`src/rtl/clock_defs.sv`:
```
// Shared time-of-day definitions: digit limits, the HH:MM record used by the
// time keeper and the alarm stage, and the load validity check.
package clock_defs;

    localparam int unsigned MAX_H_TEN      = 2;
    localparam int unsigned MAX_H_ONE_AT_2 = 3;
    localparam int unsigned MAX_M_TEN      = 5;
    localparam int unsigned BCD_MAX        = 9;

    typedef struct packed {
        logic [3:0] h_ten;
        logic [3:0] h_one;
        logic [3:0] m_ten;
        logic [3:0] m_one;
    } bcd_time;

    function automatic logic is_valid_hhmm(input bcd_time t);
        return (t.h_ten <= 4'(MAX_H_TEN)) &&
               (t.h_one <= 4'(BCD_MAX))   &&
               (t.m_ten <= 4'(MAX_M_TEN)) &&
               (t.m_one <= 4'(BCD_MAX))   &&
               !((t.h_ten == 4'(MAX_H_TEN)) && (t.h_one > 4'(MAX_H_ONE_AT_2)));
    endfunction

endpackage

```
`src/rtl/bcd_digit_counter.sv`:
```
// One BCD digit: wraps MAX -> 0 on inc, load has priority, carry is combinational.
module bcd_digit_counter #(
    parameter int unsigned MAX = 9,
    parameter int unsigned W   = 4
) (
    input  logic         clk,
    input  logic         rst,
    input  logic         inc,
    input  logic         load,
    input  logic [W-1:0] load_val,
    output logic [W-1:0] q,
    output logic         carry
);

    assign carry = inc && (q == W'(MAX));

    always_ff @(posedge clk or negedge rst) begin
        if (!rst) begin
            q <= '0;
        end else if (load) begin
            q <= load_val;
        end else if (inc) begin
            q <= (q == W'(MAX)) ? '0 : q + W'(1);
        end
    end

endmodule

```
`src/rtl/time_keeper.sv`:
```
// 24 h BCD time-of-day keeper with per-second prescaler, HH:MM load and event pulses.
module time_keeper
    import clock_defs::*;
#(
    parameter int unsigned TICK_DIV = 1000,
    parameter int unsigned PS_W     = 10
) (
    input  logic       clk,
    input  logic       rst,
    input  logic       run_en,
    input  logic       set_load,
    input  logic [3:0] set_h_ten,
    input  logic [3:0] set_h_one,
    input  logic [3:0] set_m_ten,
    input  logic [3:0] set_m_one,
    output logic [3:0] h_ten,
    output logic [3:0] h_one,
    output logic [3:0] m_ten,
    output logic [3:0] m_one,
    output logic [3:0] s_ten,
    output logic [3:0] s_one,
    output logic       sec_tick,
    output logic       min_tick,
    output logic       day_wrap,
    output logic       load_err
);

    logic [PS_W-1:0] ps;
    logic            tick;
    logic            load_ok;
    logic            set_valid;
    bcd_time         set_t;
    logic            c_s1, c_s10, c_m1, c_m10, c_h1, c_h10;
    logic            at_23;
    logic            hr_wrap;

    assign set_t     = '{h_ten: set_h_ten, h_one: set_h_one, m_ten: set_m_ten, m_one: set_m_one};
    assign set_valid = is_valid_hhmm(set_t);
    assign load_ok   = set_load && set_valid;
    assign tick      = run_en && (ps == PS_W'(TICK_DIV - 1));

    // Hours are two plain BCD digits; the 23 -> 00 limit is forced through their load path.
    assign at_23   = (h_ten == 4'(MAX_H_TEN)) && (h_one == 4'(MAX_H_ONE_AT_2));
    assign hr_wrap = (c_m10 && at_23) || c_h10;

    bcd_digit_counter #(.MAX(BCD_MAX), .W(4)) u_s_one (
        .clk(clk), .rst(rst), .inc(tick), .load(load_ok), .load_val('0),
        .q(s_one), .carry(c_s1));

    bcd_digit_counter #(.MAX(5), .W(4)) u_s_ten (
        .clk(clk), .rst(rst), .inc(c_s1), .load(load_ok), .load_val('0),
        .q(s_ten), .carry(c_s10));

    bcd_digit_counter #(.MAX(BCD_MAX), .W(4)) u_m_one (
        .clk(clk), .rst(rst), .inc(c_s10), .load(load_ok), .load_val(set_m_one),
        .q(m_one), .carry(c_m1));

    bcd_digit_counter #(.MAX(MAX_M_TEN), .W(4)) u_m_ten (
        .clk(clk), .rst(rst), .inc(c_m1), .load(load_ok), .load_val(set_m_ten),
        .q(m_ten), .carry(c_m10));

    bcd_digit_counter #(.MAX(BCD_MAX), .W(4)) u_h_one (
        .clk(clk), .rst(rst), .inc(c_m10), .load(load_ok || hr_wrap),
        .load_val(load_ok ? set_h_one : '0),
        .q(h_one), .carry(c_h1));

    bcd_digit_counter #(.MAX(MAX_H_TEN), .W(4)) u_h_ten (
        .clk(clk), .rst(rst), .inc(c_h1), .load(load_ok || hr_wrap),
        .load_val(load_ok ? set_h_ten : '0),
        .q(h_ten), .carry(c_h10));

    always_ff @(posedge clk or negedge rst) begin
        if (!rst) begin
            ps <= '0;
        end else if (load_ok || tick) begin
            ps <= '0;
        end else if (run_en) begin
            ps <= ps + PS_W'(1);
        end
    end

    always_ff @(posedge clk or negedge rst) begin
        if (!rst) begin
            sec_tick <= 1'b0;
            min_tick <= 1'b0;
            day_wrap <= 1'b0;
            load_err <= 1'b0;
        end else begin
            sec_tick <= tick && !load_ok;
            min_tick <= c_s10 && !load_ok;
            day_wrap <= hr_wrap && !load_ok;
            load_err <= set_load && !set_valid;
        end
    end

endmodule
```
`config.mk`:
```
export PLATFORM = sky130hd
export DESIGN_NAME = time_keeper
export DESIGN_NICKNAME = d
export VERILOG_FILES = /design/src/rtl/clock_defs.sv /design/src/rtl/bcd_digit_counter.sv /design/src/rtl/time_keeper.sv
export SDC_FILE = /design/constraint.sdc
export NUM_CORES = 1
export LEC_CHECK = 0
export ABC_AREA = 1
export CAP_MARGIN = 30
export CORE_ASPECT_RATIO = 0.9
export CORE_UTILIZATION = 53
export DETAILED_ROUTE_END_ITERATION = 16
export HOLD_SLACK_MARGIN = 0.1
export PLACE_DENSITY_LB_ADDON = 0.08
export SLEW_MARGIN = 25
export SYNTH_ARGS = -nofsm -noshare
export SYNTH_HDL_FRONTEND = slang
export SYNTH_SLANG_ARGS = --single-unit
```
`constraint.sdc`:
```
create_clock -name clk -period 4.3 [get_ports clk]
set_input_delay 0.43 -clock clk [delete_from_list [all_inputs] [get_ports clk]]
set_output_delay 0.43 -clock clk [all_outputs]
set_load 0.02 [all_outputs]
```
* Yosys cells after proc, flatten, opt, wreduce, memory -nomap -nowiden
Cells that the tools add are included.
** Operators by class
- $add $sub $neg :: 7
- Magnitude comparators :: 5
- Eq/ne operators :: 9
- Mux-type cells :: 22
- Reduce and logical (&&, ||, !) cells :: 32
** Operator list (count)
- 4-bit two-way mux :: 20
- 4-bit by 1-bit adder with 4-bit output, second input constant :: 6
- 10-bit two-way mux :: 2
- 1-bit logical AND :: 19
- 2-bit nonzero test :: 7
- 4-bit by 2-bit == test with 1-bit output, second input constant :: 3
- 4-bit == test, second input constant :: 3
- 10-bit by 1-bit adder with 10-bit output, second input constant :: 1
- 10-bit == test, second input constant :: 1
- 4-bit by 3-bit == test with 1-bit output, second input constant :: 2
- 4-bit less-or-equal comparator, second input constant :: 2
- 4-bit by 2-bit greater-than comparator with 1-bit output, second input constant :: 1
- 4-bit by 2-bit less-or-equal comparator with 1-bit output, second input constant :: 1
- 4-bit by 3-bit less-or-equal comparator with 1-bit output, second input constant :: 1
- 1-bit logical NOT :: 3
- 1-bit logical OR :: 3
** Storage, ports and cells
- Register bits after elaboration :: 38
- Input port bits :: 20
- Logic and storage cells :: 86

* Logic depth before layout (Yosys ltp)
Gate-level depths: netlist of the first run.
- Depth in word-level cells :: 11
- Depth in mapped cells :: 12

* Modules after synthesis
A second synthesis of the first run with hierarchy kept.
** Second synthesis, totals
- Cell total of the unflattened synthesis :: 340
- Area, all modules :: 2441.1 µm²
** By module, submodules not included
- time_keeper :: times used 1, cells an instance 119, area an instance 904.6 µm²
- bcd_digit_counter (u_h_one ...) :: times used 3, cells an instance 37, area an instance 256.5 µm²
- bcd_digit_counter (u_m_ten ...) :: times used 2, cells an instance 38, area an instance 264.0 µm²
- bcd_digit_counter (u_h_ten) :: times used 1, cells an instance 34, area an instance 239.0 µm²

* Least setup slack after synthesis of the first run
No wires, ideal clock.
- Kind :: register to register
- Start :: reg u_s_one.q[1]
- End :: reg u_h_ten.q[3]
- Setup time :: 118 ps
- Arrival time :: 1620 ps
- Path slack :: 2562 ps
- Stages on the path, launching flop included :: 13
- Buffers on the path :: 1
- Path through :: dfrtp_1 inv_1 ha_1 nand2_1 nor2_4 inv_2 nor2_2 nand4_1 nor2_1 nor2_1 buf_6 nand3_1 nand2_1
** Between the ends
- Cells in the longest elaborated chain, start to end :: 10
** RTL lines
- start: declaration :: line bcd_digit_counter.sv:11 : output logic [W-1:0] q,
- start signal: assignment :: line bcd_digit_counter.sv:21 : q <= load_val;
- start signal: assignment :: line bcd_digit_counter.sv:23 : q <= (q == W'(MAX)) ? '0 : q + W'(1);
- 4-bit == test * :: line bcd_digit_counter.sv:15 : assign carry = inc && (q == W'(MAX));
- 1-bit logical AND * (4 in a row) :: line bcd_digit_counter.sv:15
- 1-bit logical AND (2 in a row) :: line bcd_digit_counter.sv:15
- 1-bit logical OR :: line time_keeper.sv:44 : assign hr_wrap = (c_m10 && at_23) || c_h10;
- 1-bit logical OR :: line time_keeper.sv:68 : .clk(clk), .rst(rst), .inc(c_h1), .load(load_ok || hr_wrap),
- 4-bit two-way mux or 2-bit nonzero test (tied branches)
- end signal: assignment :: line bcd_digit_counter.sv:21
- end signal: assignment :: line bcd_digit_counter.sv:23
- end: declaration :: line bcd_digit_counter.sv:11
Every way passes the cells marked *; elsewhere a longest branch is shown, timed or not.
A chain may end at the register's enable or synchronous reset.

* Worst setup path in the final report of the first run
- Start :: in set_m_ten[1]
- End :: reg u_h_ten.q[1]
** Between the ends
- Cells in the longest elaborated chain, start to end :: 7
** RTL lines
- start: declaration :: line time_keeper.sv:14 : input logic [3:0] set_m_ten,
- 4-bit by 3-bit less-or-equal comparator with 1-bit output * :: line clock_defs.sv:20 : (t.m_ten <= 4'(MAX_M_TEN)) &&
- 1-bit logical AND * :: line clock_defs.sv:19 : (t.h_one <= 4'(BCD_MAX)) &&
- 1-bit logical AND * :: line clock_defs.sv:20
- 1-bit logical AND * :: line clock_defs.sv:21 : (t.m_one <= 4'(BCD_MAX)) &&
- 1-bit logical AND * :: line time_keeper.sv:39 : assign load_ok = set_load && set_valid;
- 4-bit two-way mux or 1-bit logical OR (tied branches) :: line time_keeper.sv:69, time_keeper.sv:68
- 4-bit two-way mux or 2-bit nonzero test (tied branches)
Marked as above.

==> flow_summary.json, run 1 <==
{
  "postCtsSetupBuffers": 0,
  "drv_cap": 0,
  "fill_cells": 355,
  "clock_latency_ns": 0.30,
  "synthTopCellsByCount": "59 x nand2_1, 47 x inv_1, 38 x dfrtp_1",
  "pwr-share-seq": 0.410,
  "ant_nets": 0,
  "p_sw_frac": 0.389,
  "port_buffers": 47,
  "layout_setup_ws_ns": 1.80,
  "yosysMostFrequentCell": "nand2_1",
  "cp-end-kind": "register",
  "crit_chain": "clkdlybuf4s50_1, inv_1, o21ai_1, nor2_1, nand3_2, inv_2, nor2_1, nand2_1, nand2_1, nand2_1",
  "power_frac_clock": 0.222,
  "path_class": "in -> reg",
  "pin_count": 48,
  "ir_worst_vdd_mv": 0.377,
  "skew_ns": 0.00799,
  "power_frac_comb": 0.368,
  "ys_types": 38,
  "path_clk_slew_ns": 0.08,
  "vias": 2190,
  "hold_depth": 2,
  "fp.coreArea_um2": 4180,
  "yosysWarnings": 0,
  "wl_um": 5340,
  "layout-drive-gt1-share": 0.104,
  "crit_path_start_kind": "input pin",
  "synth_area_um2": 2370,
  "die-width_um": 72.5,
  "period_share": 0.582,
  "syn_inst": 305,
  "fin_cells": 417,
  "ys_async_sr_fraction": 1.00,
  "placed_area_um2": 2870,
  "syn-num-nets": 330,
  "synth-seq-cells": 38,
  "cts_tree": "done",
  "post-route-min-period_ns": 2.50,
  "synth_edf_count": 0,
  "rows": 22,
  "tns_ns": 0,
  "status": "completed",
  "cts-root-buf": "clkbuf_8",
  "antenna_found_initial": 0,
  "powerDensity_nw_per_um2": 454,
  "dp.cells": 407,
  "yosys-top-cells-area": "dfrtp_1 40%, nand2_1 9.4%, inv_1 7.4%",
  "cpMostUsedCell": "nand2_1",
  "cts_resized": 0,
  "timing.critical_path.fanout_max": 23,
  "clkSinkCount": 38,
  "drc": 0,
  "ys_seq_area_frac": 0.401,
  "die_area_um2": 4740,
  "required_ns": 4.49,
  "reg2reg_depth": 11,
  "synth_top_area_frac": 0.401,
  "slew_viol_final": 0,
  "track_usage": 0.254,
  "grt-ovfl-total": 0,
  "setup_viol": 0,
  "start_util": 0.566,
  "die_h_um": 65.4,
  "wl_per_cell_um": 12.8,
  "design_area_um2": 3010,
  "drt-initial-drc-count": 192,
  "grt_pass1_vias": 2002,
  "grt_pass1_wl_um": 9180,
  "vias_per_cell": 5.25,
  "hp-class": "reg -> reg",
  "intPower_uw": 834,
  "cts_buffers": 5,
  "leakagePower_uw": 0.00144,
  "grt_max_degree": 39,
  "clockBufferDepth": 2,
  "place.gp.congestion": 0.846,
  "first_pass_iters": 5,
  "cp.arrival_ns": 2.70,
  "worst_path_max_delay_cell": "nor2_1",
  "area_growth_pct": 27.1,
  "maxSlewHeadroom": 0.506,
  "syn_area_per_cell_um2": 7.77,
  "power.switching_uw": 532,
  "dp_hpwl_um": 3910,
  "fmax_mhz": 400,
  "finalHoldViolations": 0,
  "cts.htree.levels": 2,
  "synth_top_area_cell": "dfrtp_1",
  "max_stage_delay_ns": 0.62,
  "pre_cts_slack_ns": 1.54,
  "tightest_slew_ns": 0.738,
  "diodes": 0,
  "fin_nets": 381,
  "cts_hold_buf": 0,
  "rsz0062_at_grt": "false",
  "synthFlopType": "dfrtp_1",
  "final_util": 0.719
}
layout by cell type (no fill, tap or decap), types with 2 or more instances in the layout:
cell type        Yosys  final
nor2_4               2      2
dfrtp_1             38     38
nand2_2              4      4
inv_1               47     47
o211ai_1             3      3
nor3_4               3      3
o22ai_1              4      4
nor2_1              30     30
nor3b_1              3      3
inv_2                3      3
clkbuf_8             0      5
nand4_1              9      9
nor2_2               4      4
a21oi_1              9      9
nand2_1             59     59
o21ai_0             20     20
a31oi_1              2      2
xor2_1               8      8
clkdlybuf4s50_1      0     46
nand3_1             22     22
nor3_1               5      5
clkinv_2             0      2
ha_1                 5      5
nand3_2              3      3
nand3b_1             3      3
logic make-up (layout without fill, tap and decap cells):
family / Yosys count / count (layout) / share of synthesized area
flip-flops: 38 / 38 / 0.401
AO/OA/AOI/OAI: 45 / 45 / 0.111
adder cells (fa/ha/maj): 5 / 5 / 0.0264
XOR/XNOR: 8 / 8 / 0.0296
AND/OR/NAND/NOR: 154 / 154 / 0.337
buffers and inverters: 55 / 107 / 0.0951
routing by layer:
metal	vias to the layer above	wire length [um]	share of wire	track usage
met5	-	0	0	0
met4	0	38	0.0071	0.0686
met3	6	498	0.093	0.0629
met2	95	2200	0.41	0.357
met1	992	2600	0.49	0.384
li1	1097	-	-	-
worst max-delay path: cells and delay by family:
family                 cells  cell delay (ns)
and+or+nand+nor            6             1.38
AOI/OAI and AO/OA          1             0.18
buffers and inverters      3             0.71
final timing paths:
check                             start      endpoint  slack, ns
setup / recovery           set_m_ten[1]  u_h_ten.q[1]       1.80
hold / removal             u_s_one.q[1]  u_s_one.q[1]       0.55
setup reg to reg           u_s_one.q[0]  u_h_ten.q[1]       2.20
hold reg to reg            u_s_one.q[1]  u_s_one.q[1]       0.55
max in group asynchronous           rst  u_h_one.q[3]       3.29
min in group asynchronous           rst         ps[3]       0.56
metrics by stage:
| stage | power (uW) | hold slack [ns] |
|---|---|---|
| final | 1370 | 0.550 |
| after global routing | 1470 | 0.582 |
| after CTS | 1370 | 0.267 |
| after detailed placement | 1060 | 0.542 |
| after global placement | 1050 | 0.538 |
| after floorplan | 873 | 0.134 |
power groups by stage:
stage / sequential, uW / combinational, uW / clock [uW]
floorplan: 598 / 274 / 0
global placement: 561 / 484 / 0
detailed placement: 563 / 495 / 0
CTS: 558 / 500 / 310
global route: 571 / 570 / 325
finish: 560 / 503 / 303
registers in the layout, summed over array words and instances (netlist names):
name and cells:
ps 10, u_s_ten.q 4, u_m_one.q 4, u_h_one.q 4, sec_tick 1, load_err 1
u_s_one.q 4, u_h_ten.q 4, day_wrap 1, u_m_ten.q 4, min_tick 1
cell type report:
class | instances | area [um2] | area share
clock buffers | 5 | 68.8 | 0.0229
inverters | 50 | 188 | 0.0623
repair buffers | 49 | 495 | 0.165
well taps | 60 | 75.1 | 0.0249
clock inverters | 3 | 40.0 | 0.0133
flip-flops and latches | 38 | 951 | 0.316
multi-input cells | 212 | 1190 | 0.396
No activity file was read; power rests on OpenSTA's default activity.
==> run 2, diff against run 1 <==
CORE_UTILIZATION = 47   (was 53)
clock period = 2.2 ns   (was 4.3 ns; I/O delays follow)
==> run 2 against run 1 <==
Critical path depth is 2 higher. Routed wire length shrank 2.4%. Clock-buffer cell count increased by 1. Die area rose by 12%. Hold slack worse by 0.13 ns. Combinational power increased by 95%. Sequential power is 95% higher. Sequential share of layout area shrank 0.39 points. Via count is 0.64% lower. Register-to-register slack worse by 1.8 ns. Global-route usage fell by 4.2 points. Sequential cell count unchanged. Largest power group unchanged.
==> flow_summary.json, run 2 (same netlist as run 1, synthesis figures left out) <==
{
  "drc": 0,
  "finalPower_uw": 2580,
  "fmax_mhz": 544,
  "slew_viol_final": 0,
  "die_area_um2": 5330,
  "leakagePower_uw": 0.00145,
  "ir_worst_vdd_mv": 0.425,
  "vias_per_cell": 5.10,
  "clkSinkCount": 38,
  "path_class": "reg -> reg",
  "pre_cts_slack_ns": 0.174,
  "post-route-min-period_ns": 1.84,
  "timing.critical_path.fanout_max": 11,
  "rsz0062_at_grt": "false",
  "design_area_um2": 3050,
  "required_ns": 2.43,
  "track_usage": 0.211,
  "cts_tree": "done",
  "cts-root-buf": "clkbuf_8",
  "clockBufferDepth": 2,
  "worst_path_max_delay_cell": "dfrtp_1",
  "start_util": 0.490,
  "grt-ovfl-total": 0,
  "crit_path_start_kind": "register",
  "cts_resized": 0,
  "grt_max_degree": 39,
  "cts_buffers": 5,
  "clock_latency_ns": 0.29,
  "fin_nets": 386,
  "drt-initial-drc-count": 105,
  "powerDensity_nw_per_um2": 845,
  "wl_um": 5210,
  "setup_viol": 0,
  "fin_cells": 427,
  "diodes": 0,
  "die-width_um": 76.8,
  "grt_pass1_vias": 1898,
  "period_share": 0.836,
  "cpMostUsedCell": "nand2_1",
  "die_h_um": 69.3,
  "wl_per_cell_um": 12.2,
  "ant_nets": 0,
  "maxSlewHeadroom": 0.643,
  "tns_ns": 0,
  "layout_common_cells": "59 x nand2_1, 47 x inv_1, 46 x clkdlybuf4s50_1",
  "skew_ns": 0.00591,
  "place.gp.congestion": 0.874,
  "max_stage_delay_ns": 0.38,
  "crit_chain": "ha_1, nand2_1, nor2_1, nand3_1, nor2_2, nand4_1, nor2_1, nor2_1, buf_4, nand2_1, nand2_1, nand2_1",
  "layout_setup_ws_ns": 0.361,
  "dp.cells": 417,
  "finalHoldViolations": 0,
  "port_buffers": 47,
  "cts.htree.levels": 2,
  "fp.coreArea_um2": 4830,
  "tightest_slew_ns": 0.530,
  "first_pass_iters": 4,
  "largest_reg_flops": 10,
  "regMostFlops": "ps",
  "grt_pass1_wl_um": 8930,
  "cp-end-kind": "register",
  "status": "completed",
  "dp_hpwl_um": 3860,
  "path_clk_slew_ns": 0.08,
  "area_growth_pct": 28.7,
  "layout-drive-gt1-share": 0.116,
  "antenna_found_initial": 0,
  "placed_area_um2": 2920,
  "pin_count": 48,
  "rows": 24,
  "final_common_cell": "nand2_1",
  "drv_cap": 0,
  "cp.arrival_ns": 2.07,
  "vias": 2176,
  "hp-class": "in -> async"
}
run 2: critical path, delay by kind of cell (launching register included):
family / cells / cell delay, ns
adders and majority gates: 1 / 0.27
buffers and inverters: 1 / 0.18
DFF: 1 / 0.38
and+or+nand+nor: 10 / 0.96
run 2: final timing paths:
path | startpoint | end | slack, ns | cells past startpoint
max | ps[0] | u_h_ten.q[0] | 0.36 | 12
min | rst | u_s_one.q[3] | 0.42 | 2
max reg2reg | ps[0] | u_h_ten.q[0] | 0.36 | 12
min reg2reg | u_s_one.q[1] | u_s_one.q[1] | 0.56 | 2
max in group asynchronous | rst | ps[4] | 1.32 | 3
min in group clk | set_m_one[0] | u_m_one.q[0] | 0.54 | 3
run 2: final cells by class:
class	instances	area, um2
timing repair buffer	54	541
tap	65	81.3
clock buffer	6	82.6
multi-input combinational	212	1190
sequential	38	951
inverter	50	188
fill	434	1790
clock inverter	2	12.5
run 2: metal layers:
layer | track usage | routed length, um | vias to the layer above | share of wire
met2 | 0.291 | 2140 | 62 | 0.41
met5 | 0 | 0 | - | 0
met4 | 0.0769 | 61 | 0 | 0.012
li1 | - | - | 1106 | -
met1 | 0.328 | 2700 | 1003 | 0.52
met3 | 0.0355 | 300 | 5 | 0.058
run 2: report_power, final:
group,internal (uW),switching (uW)
Clock,252,254
Combinational,426,554
Sequential,873,216
Total,1550,1020
run 2: what timing repair did:
item | CTS | global route
hold buffers | 1 | 0
hold endpoints to repair | 38 | 0
buffers inserted | 0 | 0
run 2: metrics by stage:
stage               utilization  hold slack [ns]
floorplan                     -          -0.0756
global placement          0.603            0.386
detailed placement        0.603            0.394
CTS                       0.625            0.535
global route              0.630            0.444
finish                    0.630            0.417
==> run 3, diff against run 2 <==
CORE_UTILIZATION = 52   (was 47)
clock period = 1.7 ns   (was 2.2 ns; I/O delays follow)
==> run 3 against run 2 <==
The run now ends with negative setup slack left. Power rose by 49%. First-iteration DRC count up 36%. Clock skew down 0.0019 ns. Clock-buffer cell count grew 1. Critical path depth fell by 1. Sequential share of layout area decreased by 5.4 points. Routed wire length rose by 32%. Worst setup slack got worse by 0.44 ns. Register-to-register slack got worse by 0.44 ns. Via count is 17% higher. Die area is 9.4% lower.
==> flow_summary.json, run 3 (same netlist as run 1, synthesis figures left out) <==
{
  "clockBufferDepth": 2,
  "antenna_found_initial": 0,
  "track_usage": 0.274,
  "r2r_setup_slack_ns": -0.08,
  "port_buffers": 47,
  "die_h_um": 66.0,
  "tightest_slew_ns": 0.464,
  "timing.critical_path.fanout_max": 6,
  "cts_tree": "done",
  "cts.htree.levels": 2,
  "timing.rr.start": "u_s_one.q[1]",
  "vias_per_cell": 5.37,
  "layout_setup_ws_ns": -0.0773,
  "slew_viol_final": 0,
  "start_util": 0.562,
  "area_growth_pct": 55.8,
  "wl_um": 6890,
  "vias": 2555,
  "cp-end-kind": "register",
  "grt_pass1_vias": 2299,
  "drt-initial-drc-count": 143,
  "layout_common_cells": "50 x nand2_1, 50 x buf_4, 46 x clkdlybuf4s50_1",
  "reg2reg_depth": 11,
  "setup_viol": 11,
  "die-width_um": 73.1,
  "dp_hpwl_um": 4450,
  "drc": 0,
  "fmax_mhz": 563,
  "fin_nets": 440,
  "grt-ovfl-total": 0,
  "period_share": 1.05,
  "path_class": "reg -> reg",
  "hp-class": "in -> async",
  "crit_path_start_kind": "register",
  "place.gp.congestion": 0.901,
  "violations": "negative setup slack",
  "maxSlewHeadroom": 0.691,
  "die_area_um2": 4830,
  "status": "complete, but fails checks",
  "leakagePower_uw": 0.00177,
  "rows": 22,
  "finalHoldViolations": 0,
  "pin_count": 48,
  "path_clk_slew_ns": 0.07,
  "powerDensity_nw_per_um2": 1040,
  "pre_cts_slack_ns": -0.358,
  "first_pass_iters": 5,
  "cts_buffers": 5,
  "fp.coreArea_um2": 4210,
  "grt_max_degree": 22,
  "r2r-end": "u_h_ten.q[0]",
  "cp.arrival_ns": 2.01,
  "ant_nets": 0,
  "drv_cap": 0,
  "cts-root-buf": "clkbuf_8",
  "clkSinkCount": 38,
  "grt_pass1_wl_um": 10100,
  "required_ns": 1.93,
  "clock_latency_ns": 0.29,
  "post-route-min-period_ns": 1.78,
  "diodes": 0,
  "layout-drive-gt1-share": 0.315,
  "final_util": 0.876,
  "fill_cells": 204,
  "skew_ns": 0.00396,
  "wl_per_cell_um": 14.5,
  "regMostFlops": "ps",
  "ir_worst_vdd_mv": 1.02,
  "rsz0062_at_grt": "true",
  "largest_reg_flops": 10
}
run 3: worst max path at each step:
stage | start | endpoint | slack, ns
6_report | u_s_one.q[1] | u_h_ten.q[0] | -0.08
3_3_place_gp | set_h_one[2] | u_h_ten.q[1] | -0.25
4_1_cts | u_s_one.q[1] | u_h_ten.q[0] | 0.0009
3_5_place_dp | set_h_ten[3] | u_h_ten.q[1] | -0.36
2_1_floorplan | u_s_one.q[1] | u_h_ten.q[3] | 0.002
5_1_grt | u_s_one.q[1] | u_h_ten.q[1] | -0.22
run 3: power by group:
part	switching [uW]	internal, uW	total [uW]
combinational	958	795	1750
sequential	210	1130	1340
clock	311	439	750
total	1480	2370	3840
run 3: area by class of cell:
cell class | count | area (um2) | area share
inverters | 50 | 190 | 0.0515
clock inverters | 1 | 30.0 | 0.00814
multi-input cells | 213 | 1370 | 0.370
repair buffers | 107 | 1000 | 0.271
flip-flops and latches | 38 | 953 | 0.258
clock buffers | 7 | 76.3 | 0.0207
well taps | 60 | 75.1 | 0.0203
run 3: layer usage:
| layer | up-vias | routed length, um | global-route usage |
|---|---|---|---|
| met5 | - | 0 | 0 |
| met4 | 0 | 129 | 0.0760 |
| met3 | 15 | 425 | 0.0427 |
| met2 | 121 | 3300 | 0.438 |
| met1 | 1204 | 3030 | 0.386 |
| li1 | 1215 | - | - |
run 3: worst max-delay path, stage by stage, from the launching register on:
cell	delay, ns
dfrtp_2	0.41
inv_2	0.07
ha_4	0.13
nand2_4	0.05
nor2_4	0.14
buf_6	0.12
nand4_1	0.09
nor2_1	0.11
nand4_1	0.26
nand2_1	0.18
nand2_1	0.08
nand2_1	0.06
run 3: stage by stage:
step                hold slack (ns)  setup TNS [ns]  instance area [um2]  power (uW)  cells
floorplan                    -0.126               0                 2390        2220    305
global placement              0.141           -4.18                 3280        2890    456
detailed placement            0.143           -6.19                 3280        2930    456
CTS                           0.362               0                 3430        3710    467
global route                  0.410           -2.36                 3690        4070    476
finish                        0.356          -0.509                 3690        3850    476
run 3: what timing repair did:
item,CTS,global route
hold buffers,1,0
setup buffers,2,6
gates cloned,0,3
resized for setup,7,52
pin swaps,2,27
endpoints found under the setup margin,16,32
hold endpoints to repair,17,0
